===== src/rtl/hazard_scoreboard.sv =====
// E/M/W Tnew scoreboard for the five-stage MIPS core: drives stall and the D/E forwarding selects.
// Define HAZARD_MDU_EN to build the multiply/divide busy counter and its stall term.
`timescale 1ns/1ps
module hazard_scoreboard (
    input  logic       clk,
    input  logic       reset,
    input  logic [4:0] id_a1,
    input  logic [4:0] id_a2,
    input  logic [2:0] id_tuse_rs,
    input  logic [2:0] id_tuse_rt,
    input  logic [4:0] id_a3,
    input  logic       id_regwrite,
    input  logic [2:0] id_tnew,
    input  logic       id_md,
    input  logic       id_md_start,
    input  logic       id_md_div,
    output logic       stall,
    output logic [1:0] d_fwd_rs,
    output logic [1:0] d_fwd_rt,
    output logic [1:0] e_fwd_rs,
    output logic [1:0] e_fwd_rt,
    output logic       md_busy
);

    typedef struct packed {
        logic [4:0] a3;
        logic       regwrite;
        logic [2:0] tnew;
    } entry_t;

    // Array index doubles as the forwarding stage code: 1 = E, 2 = M, 3 = W.
    entry_t [3:1] ent_q, ent_d;
    logic   [4:0] e_a1_q, e_a1_d, e_a2_q, e_a2_d;
    logic         data_stall, md_stall;

    function automatic logic [2:0] sat_dec(input logic [2:0] t);
        return (t == 3'd0) ? 3'd0 : t - 3'd1;
    endfunction

    function automatic logic hit(input entry_t e, input logic [4:0] x);
        return e.regwrite && (e.a3 == x) && (x != 5'd0);
    endfunction

    for (genvar gi = 1; gi <= 3; gi++) begin : g_stage
        if (gi == 1) begin : g_e
            assign ent_d[gi] = stall ? '0 : {id_a3, id_regwrite, sat_dec(id_tnew)};
        end else begin : g_mw
            assign ent_d[gi] = {ent_q[gi-1].a3, ent_q[gi-1].regwrite, sat_dec(ent_q[gi-1].tnew)};
        end
    end

    assign e_a1_d = stall ? 5'd0 : id_a1;
    assign e_a2_d = stall ? 5'd0 : id_a2;

    logic [3:0][4:0] op_addr;
    assign op_addr = {e_a2_q, e_a1_q, id_a2, id_a1};

    // Operands 0/1 (D stage) search E..W, operands 2/3 (E stage) search M..W.
    // Scanning oldest to youngest lets the youngest writer override.
    for (genvar gi = 0; gi < 4; gi++) begin : g_op
        localparam int YOUNGEST = (gi < 2) ? 1 : 2;
        logic [1:0] sel;
        logic [2:0] tnew;
        always_comb begin
            sel  = 2'd0;
            tnew = 3'd0;
            for (int k = 3; k >= YOUNGEST; k--) begin
                if (hit(ent_q[k], op_addr[gi])) begin
                    sel  = 2'(k);
                    tnew = ent_q[k].tnew;
                end
            end
        end
    end

    assign data_stall = ((g_op[0].sel != 2'd0) && (g_op[0].tnew > id_tuse_rs))
                     || ((g_op[1].sel != 2'd0) && (g_op[1].tnew > id_tuse_rt));
    assign stall      = data_stall || md_stall;

    // A not-yet-ready producer still reports its stage; the stall covers that case.
    assign d_fwd_rs = g_op[0].sel;
    assign d_fwd_rt = g_op[1].sel;
    assign e_fwd_rs = (g_op[2].tnew == 3'd0) ? g_op[2].sel : 2'd0;
    assign e_fwd_rt = (g_op[3].tnew == 3'd0) ? g_op[3].sel : 2'd0;

    always_ff @(posedge clk or posedge reset) begin
        if (reset) begin
            ent_q  <= '0;
            e_a1_q <= 5'd0;
            e_a2_q <= 5'd0;
        end else begin
            ent_q  <= ent_d;
            e_a1_q <= e_a1_d;
            e_a2_q <= e_a2_d;
        end
    end

`ifdef HAZARD_MDU_EN
    logic [3:0] md_cnt_q, md_cnt_d;

    // A start that is itself stalled is not issued, so it must not load the counter.
    always_comb begin
        md_cnt_d = md_cnt_q;
        if (id_md_start && !stall) begin
            md_cnt_d = id_md_div ? 4'd10 : 4'd5;
        end else if (md_cnt_q != 4'd0) begin
            md_cnt_d = md_cnt_q - 4'd1;
        end
    end

    always_ff @(posedge clk or posedge reset) begin
        if (reset) begin
            md_cnt_q <= 4'd0;
        end else begin
            md_cnt_q <= md_cnt_d;
        end
    end

    assign md_busy  = (md_cnt_q != 4'd0);
    assign md_stall = id_md && md_busy;
`else
    logic unused_md;
    assign unused_md = ^{id_md, id_md_start, id_md_div};
    assign md_busy   = 1'b0;
    assign md_stall  = 1'b0;
`endif

endmodule


===== config.mk =====
export PLATFORM = sky130hd
export DESIGN_NAME = hazard_scoreboard
export DESIGN_NICKNAME = d
export VERILOG_FILES = /design/src/rtl/hazard_scoreboard.sv
export SDC_FILE = /design/constraint.sdc
export NUM_CORES = 1
export LEC_CHECK = 0
export ABC_AREA = 1
export BUFFER_PORTS_ARGS = -buffer_cell sky130_fd_sc_hd__buf_2
export CAP_MARGIN = 20
export CORE_ASPECT_RATIO = 0.7
export CORE_MARGIN = 8
export CORE_UTILIZATION = 51
export CTS_CLUSTER_SIZE = 30
export DETAILED_ROUTE_END_ITERATION = 10
export GPL_ROUTABILITY_DRIVEN = 0
export GPL_TIMING_DRIVEN = 0
export PLACE_DENSITY = 0.73
export SETUP_SLACK_MARGIN = 0.5
export SYNTH_ARGS = -nofsm -noshare
export SYNTH_HDL_FRONTEND = slang
export SYNTH_SLANG_ARGS = --single-unit

===== constraint.sdc =====
create_clock -name clk -period 3.5 [get_ports clk]
set_clock_uncertainty 0.15 [all_clocks]
set_input_delay 0.7 -clock clk [delete_from_list [all_inputs] [get_ports clk]]
set_output_delay 0.7 -clock clk [all_outputs]
set_load 0.01 [all_outputs]

==> results.yml, run 1 <==
cts:
  clockRootBuffer: "clkbuf_8"
  clk-insertion-delay-late_ps: 280
  cts_buffer_depth: 2
  cts.sinks: 37
  cts_tree: "yes"
  ctsHtreeMaxLevel: 2
  clkTransAtPathRegs_ps: 70
  cts_made_buffers: 5
global_route:
  grt_pass1_vias: 2346
  antenna_found_initial: 0
  grt_util_all_layers_pct: 18.4
  grt_max_degree: 20
  grt.overflow.total: 0
  grt_pass1_wl_mm: 11.0
routing:
  drt-vias-per-instance: 5.30
  firstDrtPassIters: 7
  drc: 0
  drt_iter0_markers: 220
  routed-via-count: 2618
  route.antenna.remaining_nets: 0
  wl_per_cell_um: 14.2
  wl_mm: 7.04
worst_hold_path:
  worstHoldPathCells: 0
  hp-class: "flip-flop to flip-flop"
  min_to: "ent_q[26]"
  min_from: "ent_d[26]"
status:
  status: "finished, final reports clean"
worst_setup_path:
  worstPathRequired_ps: 2650
  cp_slowest_stage_delay_ps: 280
  end_kind: "output port"
  crit_fanout: 4
  start_kind: "primary input"
  rrSetupSlack_ps: 780
  critical_path_class: "primary input to output port"
  critical_path_arrival_ps: 2610
  cp_num_buf_inv: 5
  r2r-end: "e_a1_q[0]"
  cp_slowest_cell: "ha_2"
  crit_family: "simple AND/OR/NAND/NOR gates"
  r2r-start: "ent_d[23]"
  rr_worst_depth: 15
  critical_path.cell_chain: "buf_4, inv_4, nand2_2, nor2_4, nor2_1, nand2_1, inv_2, nand2_2, nor2_2, o21ai_2, ha_2, a32oi_1, nand2_1, nand2_2, buf_8, buf_6"
  cpMostUsedCell: "nand2_2"
layout:
  utilization_pct: 69.0
  multiInputGateArea_um2: 1550
  layout-drive-gt1-share_pct: 35.8
  area_delta_synth_final_pct: 28.6
  n_antenna_cell: 0
  register_area_um2: 931
  final_nets: 467
  n_fill_cell: 387
timing:
  hold_viol: 0
  finalSetupViolCount: 0
  fin_crit_sh_pct: 98.9
  max_freq_ghz: 0.289
  slew_headroom_pct: 47.3
  slew_violations: 0
  tightest_slew_ps: 790
  finalCriticalPeriod_ps: 3460
  rsz0062_at_grt: "true"
  worst_slack_ps: 39.3
synthesis:
  synthTopCellsByArea: "dfrtp_1 36%, nand2_1 14%, inv_1 6.9%"
  async_flop_share_pct: 100
  synth_cell_types: 33
  synth_edf_count: 0
  yosysWarnings: 0
  synth_fp_nets: 407
  ys_seq_area_share_pct: 35.5
  synth_top_area_share_pct: 35.5
  syn_avg_cell_area_um2: 7.14
  syn_inst: 365
  synth_area_um2: 2610
  ys_ff_latch: 37
  synth_area_leader_cell: "dfrtp_1"
  synthFlopType: "dfrtp_1"
  synth_common_cells: "99 x nand2_1, 48 x inv_1, 37 x dfrtp_1"
  yosys.cell_count.top_type: "nand2_1"
die:
  num_rows: 21
  io_pins: 40
  die_area_um2: 7690
  core_area_um2: 4860
  dieHeight_um: 75.8
  die-width_um: 101
  start_util_pct: 53.6
placement:
  hpwl_mm: 5.32
  io_buffers: 35
  pre_cts_slack_ps: -119
pwr:
  ir_drop_uv: 217
  leakagePower_nw: 1.77
  p_per_area_nw_per_um2: 311
job:
  drv_cap: 0
-- logic make-up after synthesis --
kind of cell	count (synthesis)	synth area share, %
compound gates	40	8.64
xor+xnor	11	3.69
fa+ha+maj	12	5.76
buf+inv	72	11.1
flops	37	35.5
other cells	1	0.144
simple gates	192	35.1
-- state kept, by name, indices dropped and copies added, names as in the netlist --
| register | cells |
|---|---|
| e_a1_q | 5 |
| e_a2_q | 5 |
| ent_d | 12 |
| ent_q | 15 |
-- cell type report --
| class | count | share of cell area, % |
|---|---|---|
| clock buffers | 7 | 2.58 |
| well taps | 69 | 2.58 |
| plain buffers | 4 | 1.16 |
| multi-input cells | 256 | 46.2 |
| repair buffers | 53 | 11.4 |
| flip-flops and latches | 37 | 27.8 |
| inverters | 68 | 8.32 |
-- repair_timing --
item	4_1_cts	5_1_grt
endpoints found under the hold margin	0	0
endpoints found under the setup margin	1	2
buffers inserted	13	4
hold buffers	0	0
pin swaps	24	18
resized for setup	38	25
-- routing by layer --
layer | part of all wire, % | vias up | routed length (um) | GRT usage (%)
li1 | - | 1249 | - | -
met1 | 45 | 1244 | 3170 | 24.7
met2 | 45 | 117 | 3190 | 29.8
met3 | 8.5 | 8 | 601 | 4.11
met4 | 1.0 | 0 | 72 | 3.78
met5 | 0 | - | 0 | 0
-- worst reg2reg max path, delay by kind of cell (launching register included) --
family	cells	cell delay [ps]
compound gates	2	380
fa+ha+maj	1	280
buf+inv	3	410
flops	1	480
simple gates	9	890
-- power breakdown --
part	leakage [nW]	switching [mW]	internal, mW
clock network	0.0443	0.138	0.156
logic	1.29	0.147	0.104
registers	0.437	0.0406	0.458
-- layout by cell type, fill, tap and decap left out, drive strengths merged, types with 2 or more instances in the layout --
cell    instances
a21boi          2
a21oi          16
a32oi           2
buf            57
clkbuf          7
clkinv          6
dfrtp          37
ha             12
inv            62
nand2         105
nand3          25
nand3b          2
nor2           53
nor3            3
nor4            2
o21ai          14
o22ai           4
xnor2           7
xor2            4
-- through the flow --
step	cell area (um^2)	power, mW	cells	hold WS (ps)	TNS, ps
floorplan	2640	0.641	365	199	0
global placement	2900	0.705	469	203	-51.2
detailed placement	2930	0.716	470	206	-119
CTS	3240	1.03	490	222	0
global route	3350	1.10	494	225	-6.81
finish	3350	1.04	494	220	0
-- worst max-delay path by stage --
stage / end / slack, ps / startpoint / cells after the start
finish: stall / 40 / id_a1[2] / 16
global route: stall / -7 / id_a2[3] / 17
CTS: stall / 120 / id_a1[2] / 14
detailed placement: stall / -120 / id_a2[4] / 16
global placement: stall / -50 / id_a2[4] / 16
floorplan: stall / 460 / id_a2[4] / 14
(Power assumes the default switching activity.)
==> inputs of run 2 (changes only) <==
--- a/config.mk
+++ b/config.mk
@@ -5,12 +5,12 @@
 export SDC_FILE = /design/constraint.sdc
 export NUM_CORES = 1
 export LEC_CHECK = 0
-export ABC_AREA = 1
 export BUFFER_PORTS_ARGS = -buffer_cell sky130_fd_sc_hd__buf_2
 export CAP_MARGIN = 20
 export CORE_ASPECT_RATIO = 0.7
 export CORE_MARGIN = 8
 export CORE_UTILIZATION = 51
+export CTS_CLUSTER_DIAMETER = 50
 export CTS_CLUSTER_SIZE = 30
 export DETAILED_ROUTE_END_ITERATION = 10
 export GPL_ROUTABILITY_DRIVEN = 0
==> constraint.sdc (replaced) <==
create_clock -name clk -period 3.5 [get_ports clk]
set_clock_uncertainty 0.15 [all_clocks]
set_input_delay 0.7 -clock clk [delete_from_list [all_inputs] [get_ports clk]]
set_output_delay 0.7 -clock clk [all_outputs]
set_load 0.005 [all_outputs]
==> run 2 against run 1 <==
The flow now finishes with violations (negative setup slack); clock-buffer cell count fell by 1; sequential power fell by 0.8%; highest routed layer unchanged; worst setup slack got worse by 710 ps; final cell count fell by 27%.
==> results.yml, run 2 <==
status:
  status: "finished, violations left"
  failed_checks: "negative setup slack"
timing:
  tightest_slew_ps: 680
  hold_viol: 0
  max_freq_ghz: 0.240
  finalSetupViolCount: 10
  finalCriticalPeriod_ps: 4170
  slew_violations: 0
  slew_headroom_pct: 54.6
  rsz0062_at_grt: "true"
  fin_crit_sh_pct: 119
  worst_slack_ps: -669
routing:
  drt_iter0_markers: 98
  wl_per_cell_um: 17.7
  firstDrtPassIters: 4
  drc: 0
  wl_mm: 6.37
  drt-vias-per-instance: 5.39
  routed-via-count: 1940
  route.antenna.remaining_nets: 0
die:
  die-width_um: 99.3
  die_area_um2: 7380
  start_util_pct: 52.4
  core_area_um2: 4730
  dieHeight_um: 74.3
  io_pins: 40
  num_rows: 21
job:
  drv_cap: 0
layout:
  n_antenna_cell: 0
  layout_common_cells: "33 x dfrtp_1, 30 x xnor2_1, 24 x buf_6, 24 x buf_2"
  final_area_um2: 3410
  layout_commonest_cell: "dfrtp_1"
  layout-drive-gt1-share_pct: 44.2
  area_delta_synth_final_pct: 37.7
  largest_reg_flops: 15
  max_flop_register: "ent_q"
  final_nets: 344
worst_setup_path:
  critical_path_class: "primary input to output port"
  rr_worst_depth: 21
  end_kind: "output port"
  rrSetupSlack_ps: -530
  start_kind: "primary input"
  crit_fanout: 5
  r2r-start: "ent_d[26]"
  critical_path_arrival_ps: 3320
  worstPathRequired_ps: 2650
  r2r-end: "ent_q[0]"
global_route:
  antenna_found_initial: 0
  gr-usage-met3_pct: 3.93
  grt.overflow.total: 0
  grt_use_met1_pct: 21.6
  top_usage_layer: "met2"
  grt_pass1_vias: 1860
  grt_max_degree: 23
  grt_util_all_layers_pct: 16.4
  grt_pass1_wl_mm: 9.38
  grt.met2_usage_pct: 26.3
synthesis:
  ys_seq_area_share_pct: 37.4
  synth_common_cells: "37 x dfrtp_1, 36 x xnor2_1, 17 x nor3b_2"
  yosysWarnings: 0
  synth_top_area_share_pct: 37.4
  syn_inst: 228
  syn_avg_cell_area_um2: 10.9
  synthTopCellsByArea: "dfrtp_1 37%, xnor2_1 13%, nor3b_2 8.6%"
  yosys.cell_count.top_type: "dfrtp_1"
  synth_edf_count: 0
  synthFlopType: "dfrtp_1"
  synth_cell_types: 36
  synth_area_leader_cell: "dfrtp_1"
  async_flop_share_pct: 100
  synth_fp_nets: 270
  synth_area_um2: 2480
  ys_ff_latch: 37
worst_hold_path:
  worstHoldPathCells: 0
  min_from: "ent_d[12]"
  hp-class: "flip-flop to flip-flop"
  min_to: "ent_d[21]"
pwr:
  power_mw: 1.00
  p_per_area_nw_per_um2: 293
  leakagePower_nw: 1.56
  ir_drop_uv: 252
placement:
  hpwl_mm: 4.30
  pre_cts_slack_ps: -887
  io_buffers: 35
  dpl_cell_area_um2: 2780
cts:
  cts_tree: "yes"
  clk-insertion-delay-late_ps: 290
  clkTransAtPathRegs_ps: 70
  cts_made_buffers: 5
  ctsHtreeMaxLevel: 2
  cts_hold_buffers: 0
  cts_buffer_depth: 2
  clockRootBuffer: "clkbuf_8"
  cts.sinks: 37
## run 2: cell count changes after synthesis, moves of 14 or more
cell	previous run	this run
nor2_1	26	8
nor2_2	21	2
nand2_1	99	10
xnor2_1	7	36
inv_2	14	0
a21oi_1	16	2
nand3_1	21	3
nor3b_2	0	17
inv_1	48	11
## run 2: worst max path at each step
stage,end,startpoint,cells past startpoint
after detailed placement,stall,id_a1[0],15
after global routing,stall,ent_d[26],14
after global placement,stall,id_a1[0],15
after CTS,stall,id_a2[2],15
final,stall,id_a2[4],15
after floorplan,stall,id_a2[0],13
## run 2: through the flow
| stage | hold WS [ps] | std cells | setup TNS [ps] | util [%] |
|---|---|---|---|---|
| after CTS | 272 | 339 | -647 | 64.2 |
| final | 279 | 360 | -4740 | 72.1 |
| after floorplan | 223 | 228 | -378 | - |
| after detailed placement | 242 | 321 | -3220 | 58.8 |
| after global placement | 244 | 320 | -2530 | 58.2 |
| after global routing | 291 | 360 | -6230 | 72.1 |
## run 2: worst max-delay path: stages
cell,delay (ps)
buf_6,120
xnor2_2,140
nand4_1,130
or4_4,560
buf_6,140
mux2i_1,160
a21oi_1,90
ha_1,290
nor2b_1,140
o21a_1,170
o21ai_2,180
a31oi_4,60
buf_6,130
or2_1,190
buf_2,120
## run 2: logic make-up (layout without fill, tap and decap cells)
logic type	Yosys count	after routing	synth area share (%)
buffers and inverters	25	100	5.91
AO/OA/AOI/OAI	15	15	5.35
other	1	1	0.151
multiplexers	10	10	4.14
flip-flops	37	37	37.4
adder cells (fa/ha/maj)	12	12	6.06
AND/OR/NAND/NOR	78	78	23.3
XOR/XNOR	50	50	17.7
## run 2: report_power, final
part / total (mW) / internal [mW] / leakage, nW / switching [mW]
registers: 0.494 / 0.457 / 0.436 / 0.0369
clock network: 0.285 / 0.138 / 0.0450 / 0.147
logic: 0.221 / 0.122 / 1.08 / 0.0984
total: 1.00 / 0.717 / 1.56 / 0.282
## run 2: what timing repair did
item                       in CTS  in global routing
gates resized for setup        26                 48
setup buffers                  10                 20
cloned                          0                  1
setup endpoints to repair      23                 25
pin swaps                      15                 26
## run 2: layer usage
metal  up-vias  wire length (um)
met5         -                 0
met1       940              2780
met3        11               359
met2        59              3130
met4         0               102
li1        930                 -
## run 2: layout make-up
| class | instances | area [um^2] |
|---|---|---|
| Fill cell | 320 | 1320 |
| Clock inverter | 2 | 10.0 |
| Inverter | 11 | 41.3 |
| Tap cell | 57 | 71.3 |
| Multi-Input combinational cell | 166 | 1540 |
| Buffer | 14 | 109 |
| Clock buffer | 6 | 72.6 |
| Timing Repair Buffer | 67 | 641 |
| Sequential cell | 37 | 931 |
